**src/rtl/alu_seq.sv**
```systemverilog
// Sequential ALU: 4-entry register file, single-cycle logic/arith/LDI ops,
// and a W-cycle shift-add multiplier, with valid/ready command and result handshakes.
module alu_seq #(
  parameter int W = 16
) (
  input  logic         clk,
  input  logic         reset,
  input  logic         in_valid,
  output logic         in_ready,
  input  logic [2:0]   in_op,
  input  logic [1:0]   in_rd,
  input  logic [1:0]   in_rs,
  input  logic [1:0]   in_rt,
  input  logic [W-1:0] in_imm,
  output logic         res_valid,
  input  logic         res_ready,
  output logic [W-1:0] res_data,
  output logic         res_cout,
  output logic         res_err
);

  localparam int CW = $clog2(W);
  localparam logic [CW-1:0] CNT_LAST = CW'(W - 1);

  typedef enum logic [1:0] {S_IDLE, S_EXEC, S_RESP} state_t;
  typedef enum logic [2:0] {
    OP_AND = 3'b000,
    OP_OR  = 3'b001,
    OP_ADD = 3'b010,
    OP_SUB = 3'b011,
    OP_LDI = 3'b100,
    OP_MUL = 3'b101
  } op_t;

  state_t         r_state;
  logic [W-1:0]   r_rf [4];
  logic [2:0]     r_op;
  logic [1:0]     r_rd;
  logic [W-1:0]   r_a;
  logic [W-1:0]   r_b;
  logic [W-1:0]   r_imm;
  logic [CW-1:0]  r_cnt;
  logic [2*W-1:0] r_acc;
  logic [2*W-1:0] r_mcand;
  logic [W-1:0]   r_mplier;
  logic           r_res_valid;
  logic [W-1:0]   r_res_data;
  logic           r_res_cout;
  logic           r_res_err;

  logic [W-1:0]   w_res;
  logic           w_cout;
  logic           w_err;
  logic           w_wr;
  logic [2*W-1:0] w_acc_next;

  assign in_ready  = (r_state == S_IDLE);
  assign res_valid = r_res_valid;
  assign res_data  = r_res_data;
  assign res_cout  = r_res_cout;
  assign res_err   = r_res_err;

  // One partial product per cycle: multiplicand shifts up, multiplier shifts down.
  assign w_acc_next = r_acc + (r_mplier[0] ? r_mcand : '0);

  always_comb begin
    w_res  = '0;
    w_cout = 1'b0;
    w_err  = 1'b0;
    w_wr   = 1'b1;
    case (r_op)
      OP_AND: w_res = r_a & r_b;
      OP_OR:  w_res = r_a | r_b;
      OP_ADD: {w_cout, w_res} = {1'b0, r_a} + {1'b0, r_b};
      OP_SUB: {w_cout, w_res} = {1'b0, r_a} + {1'b0, ~r_b} + (W + 1)'(1);
      OP_LDI: w_res = r_imm;
      OP_MUL: w_wr = 1'b0;
      default: begin
        w_err = 1'b1;
        w_wr  = 1'b0;
      end
    endcase
  end

  always_ff @(posedge clk or posedge reset) begin
    if (reset) begin
      r_state     <= S_IDLE;
      for (int unsigned i = 0; i < 4; i++) r_rf[i] <= '0;
      r_op        <= '0;
      r_rd        <= '0;
      r_a         <= '0;
      r_b         <= '0;
      r_imm       <= '0;
      r_cnt       <= '0;
      r_acc       <= '0;
      r_mcand     <= '0;
      r_mplier    <= '0;
      r_res_valid <= 1'b0;
      r_res_data  <= '0;
      r_res_cout  <= 1'b0;
      r_res_err   <= 1'b0;
    end else begin
      unique case (r_state)
        S_IDLE: begin
          if (in_valid) begin
            r_op     <= in_op;
            r_rd     <= in_rd;
            r_a      <= r_rf[in_rs];
            r_b      <= r_rf[in_rt];
            r_imm    <= in_imm;
            r_cnt    <= '0;
            r_acc    <= '0;
            r_mcand  <= {{W{1'b0}}, r_rf[in_rs]};
            r_mplier <= r_rf[in_rt];
            r_state  <= S_EXEC;
          end
        end
        S_EXEC: begin
          if (r_op == OP_MUL) begin
            r_acc    <= w_acc_next;
            r_mcand  <= r_mcand << 1;
            r_mplier <= r_mplier >> 1;
            r_cnt    <= r_cnt + CW'(1);
            if (r_cnt == CNT_LAST) begin
              r_rf[r_rd]  <= w_acc_next[W-1:0];
              r_res_data  <= w_acc_next[W-1:0];
              r_res_cout  <= |w_acc_next[2*W-1:W];
              r_res_err   <= 1'b0;
              r_res_valid <= 1'b1;
              r_state     <= S_RESP;
            end
          end else begin
            if (w_wr) r_rf[r_rd] <= w_res;
            r_res_data  <= w_res;
            r_res_cout  <= w_cout;
            r_res_err   <= w_err;
            r_res_valid <= 1'b1;
            r_state     <= S_RESP;
          end
        end
        S_RESP: begin
          if (res_ready) begin
            r_res_valid <= 1'b0;
            r_state     <= S_IDLE;
          end
        end
        default: r_state <= S_IDLE;
      endcase
    end
  end

endmodule

```
**config.mk**
```make
export PLATFORM = sky130hd
export DESIGN_NAME = alu_seq
export DESIGN_NICKNAME = d
export VERILOG_FILES = /design/src/rtl/alu_seq.sv
export SDC_FILE = /design/constraint.sdc
export NUM_CORES = 1
export LEC_CHECK = 0
export BUFFER_PORTS_ARGS = -buffer_cell sky130_fd_sc_hd__buf_4
export CORE_MARGIN = 3
export CORE_UTILIZATION = 32
export DETAILED_ROUTE_END_ITERATION = 8
export GPL_TIMING_DRIVEN = 0
export PLACE_DENSITY = 0.46
export RECOVER_POWER = 100
export SETUP_SLACK_MARGIN = 0.3
export SLEW_MARGIN = 40
export SYNTH_ARGS = -nofsm -noshare
export SYNTH_HDL_FRONTEND = slang
export SYNTH_SLANG_ARGS = --single-unit
```
**constraint.sdc**
```tcl
create_clock -name clk -period 20.4 [get_ports clk]
set_input_delay 2.04 -clock clk [delete_from_list [all_inputs] [get_ports clk]]
set_output_delay 2.04 -clock clk [all_outputs]
set_load 0.02 [all_outputs]
```
-- Word level (Yosys, flattened, before mapping)
Cells that the tools add are included.
- bits in registers: 222
- input port bits: 29
- logic and storage cells: 105
- output and inout port bits: 20
- $lt $le $gt $ge: 4
- muxes and demuxes: 45
- bitwise gates (word level): 6
- reductions and logical operators: 14
- $add $sub $neg: 5
- equal/unequal tests: 13
- operators by type and width (cell ; number):
    $mux 64 ; 3
    $mux 32 ; 5
    $mux 16 ; 9
    $bwmux 64 ; 2
    $pmux 32 s2 ; 2
    $pmux 16 s5 ; 1
    $bmux 16 s2 ; 2
    $add 16x16->17 ; 2
    $add 32x32->32 ; 1
    $demux 16 s2 ; 1
    $pmux 16 s2 ; 1
    $add 17x1->17 const B ; 1
    $and 16x16->16 ; 1
    $not 16->16 ; 1
    $or 16x16->16 ; 1
    $reduce_or 16->1 ; 1
    $reduce_and 3->1 ; 4
    $ge 3x3->1 const B ; 3
    $mux 1 ; 9
    $not 2->3 ; 3
    $mux 2 ; 4
    $mux 4 ; 2
    $pmux 4 s2 ; 1
    $eq 3x2->1 const B ; 2
    18 further kinds ; 25

-- Longest topological paths before layout
Gate-level depths: netlist (run 1).
- depth after elaboration: 8
- gate-level depth with buffers: 13
- mapped depth without buffers: 12

-- Worst setup path after synthesis (run 1)
OpenSTA, ideal clock, no wires.
- path kind: input -> register
- from: input in_rs[0]
- to: register r_mcand[1]
- cell stages on the path: 5
- arrival: 3951 ps
- data required time: 20274 ps
- library setup time: 126 ps
- buffers on the path: 2
- slack: 16323 ps
- path through: clkbuf_1 buf_1 mux4_2 and3_1 a221o_1
- cells in the longest elaborated chain, start to end: 6
- RTL lines (element ; RTL line ; RTL):
    start, declared ; 12 ; input logic [1:0] in_rs,
    $not 2->3 (implied by the code) ; 113 ; r_mcand <= {{W{1'b0}}, r_rf[in_rs]};
    $bmux 16 s2 ; 113 ;
    $mux 16 (implied by the code) (2 in a row) ; 113 ;
    $mux 32 ; 105 ; if (in_valid) begin
    $pmux 32 s2 ; 103 ; unique case (r_state)
    end signal, assigned ; 113 ;
    end signal, assigned ; 121 ; r_mcand <= r_mcand << 1;
    end, declared ; 44 ; logic [2*W-1:0] r_mcand;
No other way between the ends. The select of a mux whose other input is x is not followed.
A chain may end at the register's enable or synchronous reset.

==> results of run 1 <==
## cell families (layout without fill, tap and decap cells)
family,count (synthesis),in the layout,synth area share
AND/OR/NAND/NOR,445,445,0.156
AO/OA/AOI/OAI,379,379,0.183
flip-flops,222,222,0.409
buffers and inverters,160,257,0.0452
adder cells (fa/ha/maj),91,91,0.0855
multiplexers,76,76,0.0967
XOR/XNOR,38,38,0.0245
## layout make-up
type                            instances  area, sq um
Fill cell                            4189        25900
Multi-Input combinational cell       1029         7370
Sequential cell                       222         5560
Clock buffer                           34          752
Tap cell                              532          666
Buffer                                 88          344
Clock inverter                         15          272
Inverter                               72          272
Timing Repair Buffer                   48          270
## layout by cell type (no fill, tap or decap), drive strengths merged, types with 20 or more instances in the layout
cell type,netlist,routed
o21ai,115,115
dfrtp,222,222
a221o,32,32
and3,40,40
xor2,20,20
nand2,169,169
inv,70,70
ha,88,88
mux4,41,41
and2,38,38
clkbuf,69,135
mux2,32,32
nand3,38,38
a21o,49,49
nor2,87,87
buf,19,35
a21oi,98,98
## power by group through the flow
stage / combinational (mW) / sequential [mW] / clock [mW]
CTS: 1.06 / 0.729 / 0.570
global route: 1.14 / 0.750 / 0.586
finish: 1.02 / 0.730 / 0.556
detailed placement: 1.05 / 0.736 / 0
floorplan: 0.707 / 0.701 / 0
global placement: 1.03 / 0.731 / 0
## through the flow
step / hold WS [ns] / cells / utilization / worst slack (ns)
after floorplan: 0.441 / 1411 / - / 12.28
after global placement: 0.464 / 1987 / 0.352 / 9.21
after detailed placement: 0.472 / 1991 / 0.355 / 16.15
after CTS: 0.487 / 2040 / 0.380 / 16.14
after global routing: 0.509 / 2040 / 0.375 / 11.55
final: 0.477 / 2040 / 0.375 / 12.77
## registers in the layout (all words and copies together), names as in the netlist, 2 cells and up
name      count
r_rf         64
r_acc        32
r_mcand      32
r_a          16
r_b          16
r_imm        16
r_mplier     16
res_data     16
r_cnt         4
r_op          3
r_rd          2
r_state       2
## path summary, 6_finish.rpt
check	slack, ns	depth (start not counted)	end	startpoint
min in group asynchronous	2.05	2	r_rd[1]	reset
max in group clk	15.19	13	res_cout	r_mplier[0]
max reg2reg	15.19	13	res_cout	r_mplier[0]
min reg2reg	0.48	1	res_valid	res_valid
min	0.48	1	res_valid	res_valid
max	12.77	4	r_b[5]	reset
## layer usage
| metal | track usage | wire (microns) | part of all wire |
|---|---|---|---|
| met1 | 0.259 | 19800 | 0.45 |
| met2 | 0.333 | 20800 | 0.48 |
| met3 | 0.0288 | 1640 | 0.038 |
| met4 | 0.0619 | 1480 | 0.034 |
| met5 | 0 | 0 | 0 |
==> results.md, run 1 <==
- The run finished, with violations left.
- The final reports fail on max-capacitance violations, max-slew violations.
- After clock tree synthesis, the setup repair step added 0 buffers.
- Yosys mapped a number of flops with a built-in enable equal to 0.
- Entering global routing, the biggest net connects 72 pins.
- The Yosys step of the flow raised 0 warnings.
- The count of max-cap constraint violations is 5.
- The remaining max-slew budget at the tightest pin is -1.77.
- The H-tree depth is 1.
- The post-CTS resize count is 0.
- The power spent charging and discharging nets is 0.968 mW.
- For the worst setup path, the data arrival time is 7.70 ns.
- The worst endpoint required time is 20.48 ns.
- After layout, the design draws a total of 2.31 mW.
- The most common cell in the synthesized netlist is sky130_fd_sc_hd__dfrtp_1.
- The cell family contributing the most delay on the critical path is buffers and inverters.
- Of the synthesized area, sequential elements account for 0.409.
- The maximum single-stage delay on the critical path is 2.19 ns.
- The CTS root buffer is sky130_fd_sc_hd__clkbuf_16.
- The proportion of power drawn by combinational gates is 0.443.
- After the first detailed-routing iteration, the DRC count stood at 627.
- Counting every net in the synthesized netlist gives 1,531.
- The power density of the placed cells is 149 nW/um^2.
- After clock tree synthesis, the clock-pin slew on the worst setup and hold paths is 0.07 ns.
- In this run the count of I/O pins placed on the die edge is 49.
- The most frequent cell on the critical path is sky130_fd_sc_hd__clkbuf_1.
- The overall routing resource usage is 0.196.
- The total of hold buffers inserted after clock tree synthesis is 0.
- The number of sinks driven by the clock tree is 222.
- Of the total power, the clock network draws 0.241.
- The clock passes through at most 3 buffers.
- Summed over all cells, the static leakage comes to 7.18 nW.
- Dividing the final minimum period by the clock period gives 0.374.
- The final number of max-transition violations is 230.
- The worst vdd rail ir drop is 0.0000723 V.
- The cell with the largest stage delay on the worst path is sky130_fd_sc_hd__clkbuf_1.
- Yosys attributes the largest share of cell area to sky130_fd_sc_hd__dfrtp_1, sky130_fd_sc_hd__ha_1, sky130_fd_sc_hd__mux4_2.
- The net switching share of the total power is 0.419.
- The average via count per standard cell is 5.36.
- The area overhead of the layout relative to synthesis is 14.1%.
- The total wirelength of the detailed-routed design is 43.7 mm.
- In this run, CTS created clock tree buffers numbering 27.
- The actual transition at the worst max-transition pin is 4.16 ns.
- The number of standard-cell rows in the floorplan is 74.
- The number of search-and-repair iterations in the first detailed-routing pass is 5.
- The floorplan step defined a die boundary enclosing 45,000 sq um.
- At the end of routability-driven placement, the weighted congestion stood at 0.893.
- The proportion of layout cells with a drive suffix above 1 is 0.107.
- The class of the most critical hold timing path is reg -> reg.
- The via total after detailed routing is 10,900.
- The share of Yosys cell area claimed by the top area cell type is 0.409.
- The critical path start-end classification is in -> async.
- The finished cells cover 15,500 sq um.
- The average detailed-routed wire length per instance is 21.4 microns.
- The distinct cell type count of the synthesized netlist is 72.
- Setup repair after global routing left no endpoint under its margin.
- The most used flip-flop cell after synthesis is sky130_fd_sc_hd__dfrtp_1.
- Traced cell by cell, the critical path runs through clkbuf_4 > clkinvlp_2 > clkbuf_1 > clkbuf_1.
- In this run the standard cell core region covers 41,400 sq um.
- The number of routed nets with antenna violations is 0.
- The gate count of the mapped netlist is 1,411.
- The post-synthesis instance area is 13,600 sq um.
- For the worst-skew pair, the clock arrives at the later sink with an insertion delay of 0.57 ns.
- Of all nets on the critical path, the largest fanout is 57.
- The residual DRC count is 0.
- Together, buffers and inverters on the worst path number 4.
- The worst setup path is launched from a primary input.
- 0 antenna diodes ended up in the layout.
- Synthesis inferred 222 register bits.
- The net count of the finished layout is 1,608.
- The commonest cells after synthesis are sky130_fd_sc_hd__dfrtp_1, sky130_fd_sc_hd__nand2_1, sky130_fd_sc_hd__o21ai_0.
- The biggest area contributor in the post-synthesis netlist is sky130_fd_sc_hd__dfrtp_1.
- Once detailed placement completed, the half-perimeter wirelength came to 34.1 mm.
- Internal power comes to 1.34 mW.
- The via count of the first global-routing pass is 11,300.
- For the final routed database, the setup TNS stands at 0 ns.
- The power share of the sequential group is 0.316.
- Setup violations remaining at the end of the flow were counted as 0.
- For this run, the top clock speed supported by timing is 131 MHz.
- The first global-routing pass estimated 67.9 mm of wire.
- The die is 212 microns tall.
- The CTS tree is built.
- The final number of hold-violating endpoints is 0.
- The final critical-path required period is 7.63 ns.
- On the final layout, the worst clock skew is 0.0189 ns.
- The initial utilization of the core area, before any placement, comes to 0.328.
- The critical path capture point type is an async pin.
- The overall overflow remaining after global route is 0.
- The width of the die is 212 microns.
- The average size of a mapped cell is 9.63 sq um.
- The initial antenna violation count was 0.
- The fraction of registers with async set or reset after synthesis is 1.00.
- Input and output buffers added on the ports amount to 44.
- The placed instances occupy a cell area of 14,700 sq um.
(Power assumes the default switching activity.)
==> inputs of run 2 (changes only) <==
Settings changed: ABC_AREA from default to 1, PLACE_DENSITY 0.46 to 0.47.
Clock period 20.4 ns to 7 ns, I/O delays scaled along.
==> run 2 against run 1 <==
Effect of this change: the run now ends clean; synthesized cell count rose by 47%; die area grew 6.7%; setup slack worse by 10 ns; cell area grew 5.8%; sequential share of layout area is 2.0 points lower; non-clock buffer count decreased by 9; critical path type unchanged.
==> results.md, run 2 <==
- For this run, design rule violations remaining after detail routing come to 0.
- The signal on the critical path passes through clkbuf_4 > clkinvlp_2 > clkbuf_1 > clkbuf_1 > clkbuf_1 > clkbuf_1.
- For this run, the number of Yosys warnings is 0.
- The final number of hold-violating endpoints is 0.
- The analysis attributes to cell leakage a power of 8.70 nW.
- The worst setup slack after placement is 3.13 ns.
- The most common library cell in the layout ignoring fill and taps is sky130_fd_sc_hd__nand2_1.
- For the worst setup path, the data required time is 7.45 ns.
- Max-cap violations in this run came to 0.
- Setup repair after global routing left no endpoint under its margin.
- The total wirelength of the detailed-routed design is 53.9 mm.
- Counting flops and latches in the post-synthesis netlist gives 222.
- The die area is 48,000 sq um.
- The critical path start-end classification is in -> async.
- The most numerous cell type found on the critical path is sky130_fd_sc_hd__clkbuf_1.
- The global placer's final weighted congestion is 0.950.
- The average via count per standard cell is 4.97.
- The critical path capture point type is an async pin.
- In this run the worst path has a maximum fanout of 24.
- In the final layout, the registers with the most flip-flops are r_rf x64, r_acc x32, r_mcand x32.
- The setup TNS is 0 ns.
- The class of the most critical hold timing path is in -> async.
- The number of fill cells in the layout is 4,881.
- The overall routing resource usage is 0.228.
- On the worst path, the slowest cell contributes a delay of 1.05 ns.
- Power spread over the standard cell area amounts to 403 nW/um^2.
- The first-pass GRT wire length is 83.6 mm.
- STA classifies the critical path startpoint as a primary input.
- The area overhead of the layout relative to synthesis is 13.0%.
- The number of standard-cell rows in the floorplan is 77.
- The first detailed-routing pass took 7 iterations.
- The largest net degree at the start of global routing is 25.
- The die is 219 microns wide.
- Of the cells placed in the final design, the portion with a size suffix greater than 1 is 0.0468.
- The effective utilization at floorplan is 0.326.
- Ranked by instance count, the synthesized netlist is headed by sky130_fd_sc_hd__nand2_1, sky130_fd_sc_hd__inv_1, sky130_fd_sc_hd__dfrtp_1.
- The post-CTS resize count is 0.
- The run finished with clean final reports.
- For this design, the slowest cell found on the critical path is sky130_fd_sc_hd__clkbuf_1.
- For this run, the leading register cell type out of synthesis is sky130_fd_sc_hd__dfrtp_1.
- The number of sinks driven by the clock tree is 222.
- The number of flops mapped to enable cells by yosys is 0.
- The via total after detailed routing is 13,800.
- Setup slack closes at 2.59 ns.
- The total clock buffers created by CTS is 28.
- Hold repair after CTS inserted 0 buffers.
- The clock transition at the registers of the reported paths is 0.06 ns.
- The finished layout holds 2,774 standard cells, fillers aside.
- The distinct cell type count of the synthesized netlist is 54.
- At the end of the flow, the number of nets in the layout was 2,280.
- The most numerous cell in the Yosys netlist is sky130_fd_sc_hd__nand2_1.
- The die outline height is 219 microns.
- Leaving out fill and tap cells, the most frequent cells in the layout are sky130_fd_sc_hd__nand2_1, sky130_fd_sc_hd__inv_1, sky130_fd_sc_hd__dfrtp_1.
- Summing all placed instances gives a cell area of 15,900 sq um.
- Across all hold checks on the routed design, the worst slack comes to 0.196 ns.
- Of all flip-flops after synthesis, the portion carrying an async set or reset was 1.00.
- Ranked by flip-flop count, first place goes to r_rf.
- Headroom to the max-slew limit came out at 0.107.
- The biggest area contributor in the post-synthesis netlist is sky130_fd_sc_hd__dfrtp_1.
- Once detail routing completed, the nets flagged for antenna violations numbered 0.
- The overall overflow remaining after global route is 0.
- The number of nets in the synthesized netlist is 2,195.
- The period utilization is 0.630.
- The share of Yosys cell area claimed by the top area cell type is 0.382.
- The sequential fraction of the synthesis area is 0.382.
- The number of endpoints failing setup at the final stage is 0.
- The total of buffers placed on input and output ports is 44.
- In the post-synthesis netlist, the biggest area contributors are sky130_fd_sc_hd__dfrtp_1, sky130_fd_sc_hd__nand2_1, sky130_fd_sc_hd__inv_1.
- The kind of cell adding the most delay to the critical path is buffers and inverters.
- The highest clock rate is 227 MHz.
- Each instance of the synthesized netlist takes up on average 7.00 sq um.
- The flip-flop count of the largest register after layout is 64.
- The maximum clock path buffer count is 3.
- The final number of max-transition violations was 0.
- The post-synthesis instance area is 14,500 sq um.
- Clock skew on the completed layout was measured at 0.0119 ns.
- At the worst endpoint, the arrival time is 4.85 ns.
- TritonCTS built the clock tree.
- Detailed placement ended at an HPWL of 43.0 mm.
- In this run the number of H-tree levels came out at 1.
- The worst vdd rail ir drop is 0.000215 V.
- In this run, placement finished with an instance count of 2,722.
- The clock network latency to the later pin of the worst-skew pair is 0.57 ns.
- The final critical-path required period is 4.41 ns.
- The core region is 44,500 sq um.
- Counting both buffers and inverters, the worst setup path holds a total of 6.
- The actual transition at the worst max-transition pin is 1.34 ns.
- After the first detailed-routing iteration, the DRC count stood at 1,136.
- The gate count of the mapped netlist is 2,075.
- The via count of the first global-routing pass is 13,700.
- The number of setup buffers added after CTS is 0.
- The initial antenna violation count came to 0.
- 49 I/O pins were placed.
- The final instance area is 16,400 sq um.
- Dividing the detail-routed wire length by the instance count gives 19.4 microns.
- CTS placed an instance of sky130_fd_sc_hd__clkbuf_16 at the clock tree root.
## run 2: changes by cell type in the layout (fill, tap and decap cells not counted), moves of 35 or more
| cell | previous run | this run |
|---|---|---|
| sky130_fd_sc_hd__a21o_1 | 49 | 3 |
| sky130_fd_sc_hd__nand3_1 | 38 | 90 |
| sky130_fd_sc_hd__inv_1 | 68 | 318 |
| sky130_fd_sc_hd__and3_1 | 40 | 0 |
| sky130_fd_sc_hd__a21oi_1 | 97 | 132 |
| sky130_fd_sc_hd__nand2_1 | 169 | 682 |
| sky130_fd_sc_hd__o21ai_0 | 112 | 178 |
| sky130_fd_sc_hd__nor2_1 | 87 | 127 |
| sky130_fd_sc_hd__mux4_2 | 41 | 0 |
## run 2: area by class of cell
class                   count  area (sq um)  area share
multi-input cells        1460          7360       0.448
flip-flops and latches    222          5560       0.339
inverters                 321          1210      0.0736
clock buffers              37           796      0.0485
well taps                 592           741      0.0451
repair buffers             55           300      0.0183
plain buffers              72           292      0.0178
clock inverters            14           156     0.00953
diodes                      1          2.50    0.000152
## run 2: final timing paths
path | cells past startpoint | start | slack (ns) | endpoint
worst max-delay path | 6 | reset | 2.59 | res_data[1]
worst min-delay path | 2 | reset | 0.20 | r_b[11]
worst max register to register | 14 | r_mplier[0] | 3.06 | r_rf[40]
worst min register to register | 2 | res_valid | 0.48 | res_valid
max in group clk | 14 | r_mplier[0] | 3.06 | r_rf[40]
min in group clk | 3 | in_imm[9] | 0.33 | r_imm[9]
## run 2: worst reg2reg max path: stages, from the launching register on
cell and delay [ns]:
sky130_fd_sc_hd__dfrtp_1 0.35, sky130_fd_sc_hd__clkbuf_1 0.24, sky130_fd_sc_hd__clkbuf_1 0.28, sky130_fd_sc_hd__nand2_1 0.11, sky130_fd_sc_hd__inv_1 0.04, sky130_fd_sc_hd__ha_1 0.23, sky130_fd_sc_hd__fa_1 0.48, sky130_fd_sc_hd__nand3_1 0.10
sky130_fd_sc_hd__nand3_1 0.21, sky130_fd_sc_hd__nand2_1 0.12, sky130_fd_sc_hd__nand3_1 0.17, sky130_fd_sc_hd__xnor2_1 0.67, sky130_fd_sc_hd__o2111ai_1 0.54, sky130_fd_sc_hd__nand2_1 0.16, sky130_fd_sc_hd__o21ai_0 0.10
## run 2: report_power, final
group,switching (mW),internal [mW],total [mW]
sequential,0.305,1.72,2.03
clock,0.602,0.906,1.51
combinational,2.23,0.844,3.07
total,3.14,3.47,6.61
## run 2: cell families after synthesis
group | Yosys count | share of synthesized area
and+or+nand+nor | 949 | 0.266
DFF | 222 | 0.382
adders and majority gates | 91 | 0.0799
AOI/OAI and AO/OA | 404 | 0.156
xor gates and xnor gates | 16 | 0.00965
buffers and inverters | 393 | 0.106
## run 2: through the flow
| step | power, mW | utilization |
|---|---|---|
| 6_report | 6.61 | 0.369 |
| 5_1_grt | 7.11 | 0.369 |
| 4_1_cts | 6.77 | 0.378 |
| 3_5_place_dp | 5.22 | 0.356 |
| 3_3_place_gp | 5.15 | 0.350 |
| 2_1_floorplan | 3.95 | - |
## run 2: routing by layer
metal	wire, microns	track usage	share of wire
met1	24900	0.315	0.46
met3	2350	0.0220	0.044
met2	25100	0.382	0.47
met5	0	0	0
met4	1580	0.0594	0.029
==> inputs of run 3 (changes only) <==
Settings changed: PLACE_DENSITY 0.47 to 0.46.
Clock period 7 ns to 4.24 ns, I/O delays scaled along.
==> run 3 against run 2 <==
Effect of this change: combinational power grew 68%; die area is the same; first-iteration DRC count down 11%; global-route usage rose by 0.11 points; critical path type is now reg -> reg.
==> results.md, run 3 (synthesis gave the netlist of run 2 again) <==
- The smallest clock period supported by the final layout is computed as 3.84 ns.
- Hold timing on the final database bottoms out at a slack of 0.0557 ns.
- The proportion of layout cells with a drive suffix above 1 is 0.0487.
- The number of endpoints failing setup at the final stage is 0.
- The overall routing resource usage is 0.229.
- The most common library cell in the layout ignoring fill and taps is sky130_fd_sc_hd__nand2_1.
- The number of sinks driven by the clock tree is 222.
- The class of the most critical hold timing path is in -> reg.
- The region available for standard cell placement spans 44,500 sq um.
- The maximum clock path buffer count is 3.
- Counting instances, the worst hold path has a depth of 3.
- From synthesis to final layout, the design area changed by 13.4%.
- The first detailed-routing pass ran for 5 iterations.
- On the critical path, the stage with the largest delay is an instance of sky130_fd_sc_hd__nor3_1.
- The floorplan step defined a die boundary enclosing 48,000 sq um.
- Broken down by cell family, the worst path's largest delay share belongs to simple AND/OR/NAND/NOR gates.
- The final number of hold-violating endpoints is 0.
- The clock network latency to the later pin of the worst-skew pair is 0.56 ns.
- The actual transition at the worst max-transition pin is 1.37 ns.
- In this run the cell area measured after placement is 15,900 sq um.
- Once detailed placement completed, the half-perimeter wirelength came to 43.5 mm.
- The tree is rooted in a sky130_fd_sc_hd__clkbuf_16.
- The total buffers and inverters traversed by the critical path is 5.
- Along the worst path, the maximum fanout reaches 10.
- Routability-driven placement finished with a final weighted congestion of 0.943.
- The critical path capture point type is a register.
- The average detailed-routed wire length per instance is 19.7 microns.
- The average via count per standard cell is 4.94.
- The most frequent cell on the critical path is sky130_fd_sc_hd__inv_1.
- The cell depth of the worst setup path is 12.
- The tool flagged a number of max-cap violations equal to 0.
- The initial antenna violation count came to 1.
- The register with the most flip-flops in the layout has 64 of them.
- The clock transition at the registers of the reported paths is 0.05 ns.
- After the first detailed-routing iteration, the DRC count stood at 1,009.
- TritonCTS built the clock tree.
- STA classifies the critical path startpoint as a register.
- The remaining max-slew budget at the tightest pin is 0.0843.
- The first global-routing pass estimated 83.2 mm of wire.
- The worst register-to-register path has a depth of 12.
- The worst setup path is of the reg -> reg kind.
- The effective utilization at floorplan is 0.326.
- Summed over all layers, the global routing overflow is 0.
- For this run, the post-layout net count is 2,281.
- The number of standard-cell rows in the floorplan is 77.
- The die outline height is 219 microns.
- Summing all multi-input logic gate instances after layout gives 7400 sq um.
- The count of buffers added on input and output ports is 44.
- Power spread over the standard cell area amounts to 659 nW/um^2.
- The setup TNS is 0 ns.
- The critical path goes through inv_1 > nor3_1 > inv_1 > a21oi_1 > nor2_1 > nand2_4 > clkinvlp_2 > nand2_4 > inv_1 > buf_6 > nand2_1 > o21ai_1.
- The count of nets left with antenna violations once routing finished came out at 0.
- The total wirelength of the detailed-routed design is 54.5 mm.
- The leakage power is 8.74 nW.
- The width of the die is 219 microns.
- STA puts the critical path data required time at 4.68 ns.
- The largest registers in the layout are r_rf x64, r_acc x32, r_mcand x32.
- Entering global routing, the biggest net connects 24 pins.
- The flow ran to the end, and the final reports show no timing, DRC or antenna violations.
- The via count of the first global-routing pass is 13,600.
- The final number of max-transition violations is 0.
- The endpoint arrival time on the critical path is 4.27 ns.
- Setup repair after global routing left no endpoint under its margin.
- The residual DRC count is 0.
- Across the whole layout, storage elements account for 5560 sq um.
- The total clock buffers created by CTS is 28.
- The final instance area is 16,500 sq um.
- 49 I/O pins were placed.
- VDD sags by at most 0.000336 V.
- The period utilization is 0.905.
- The number of fill cells in the layout is 4,876.
- The H-tree depth is 1.
- On the worst path, the slowest cell contributes a delay of 0.65 ns.
- Counting flops per register, the top entry is r_rf.
- The library cells used most frequently in the layout, excluding fill and tap cells, are sky130_fd_sc_hd__nand2_1, sky130_fd_sc_hd__inv_1, sky130_fd_sc_hd__dfrtp_1.
- The highest clock rate is 261 MHz.
- On the final layout, the worst clock skew is 0.0113 ns.
- After layout, the design draws a total of 10.8 mW.
- The final route contains 13,700 vias.
[run 3: changes by cell type in the layout (fill, tap and decap cells not counted), sizes merged]
cell         previous run  this run
buf                    38        43
bufinv                  3         1
clkinv                  9         3
clkinvlp                5         2
dlygate4sd3             0         1
[run 3: worst min-delay path: cells and delay by family]
family,cells,cell delay (ns)
buffers and inverters,1,0.08
AND/OR/NAND/NOR,2,0.08
[run 3: metal layers]
layer	GRT usage	wire length, microns
met2	0.380	25300
met4	0.0680	1620
met3	0.0289	2430
met1	0.312	25200
met5	0	13
[run 3: layout make-up]
cell class | count | area share
Inverter | 321 | 0.0733
Antenna cell | 1 | 0.000152
Sequential cell | 222 | 0.337
Buffer | 72 | 0.0192
Multi-Input combinational cell | 1460 | 0.450
Tap cell | 592 | 0.0450
Clock buffer | 42 | 0.0507
Timing Repair Buffer | 56 | 0.0220
Clock inverter | 3 | 0.00243
[run 3: power by group]
group	switching (mW)	leakage, nW	internal (mW)
clock	0.944	0.431	1.39
combinational	3.76	5.42	1.41
sequential	0.489	2.90	2.85
total	5.19	8.74	5.65
[run 3: through the flow]
| stage | utilization | std cells | worst slack [ns] |
|---|---|---|---|
| finish | 0.370 | 2769 | 0.404 |
| global route | 0.370 | 2768 | 0.167 |
| CTS | 0.377 | 2768 | 0.326 |
| detailed placement | 0.357 | 2722 | 0.326 |
| global placement | 0.350 | 2711 | -0.799 |
| floorplan | - | 2075 | 0.920 |
[run 3: path summary, 6_finish.rpt]
path	slack [ns]	end	startpoint
setup / recovery	0.40	r_rf[32]	r_op[2]
hold / removal	0.06	r_imm[4]	in_imm[4]
setup reg to reg	0.40	r_rf[32]	r_op[2]
hold reg to reg	0.48	r_mplier[10]	r_mplier[10]
max in group asynchronous	0.77	res_data[1]	reset
min in group asynchronous	0.34	r_a[10]	reset
[run 3: timing repair]
item	4_1_cts	5_1_grt
hold endpoints to repair	20	0
gates resized for setup	0	1
hold buffers	1	0
setup buffers	0	0
setup endpoints to repair	0	5
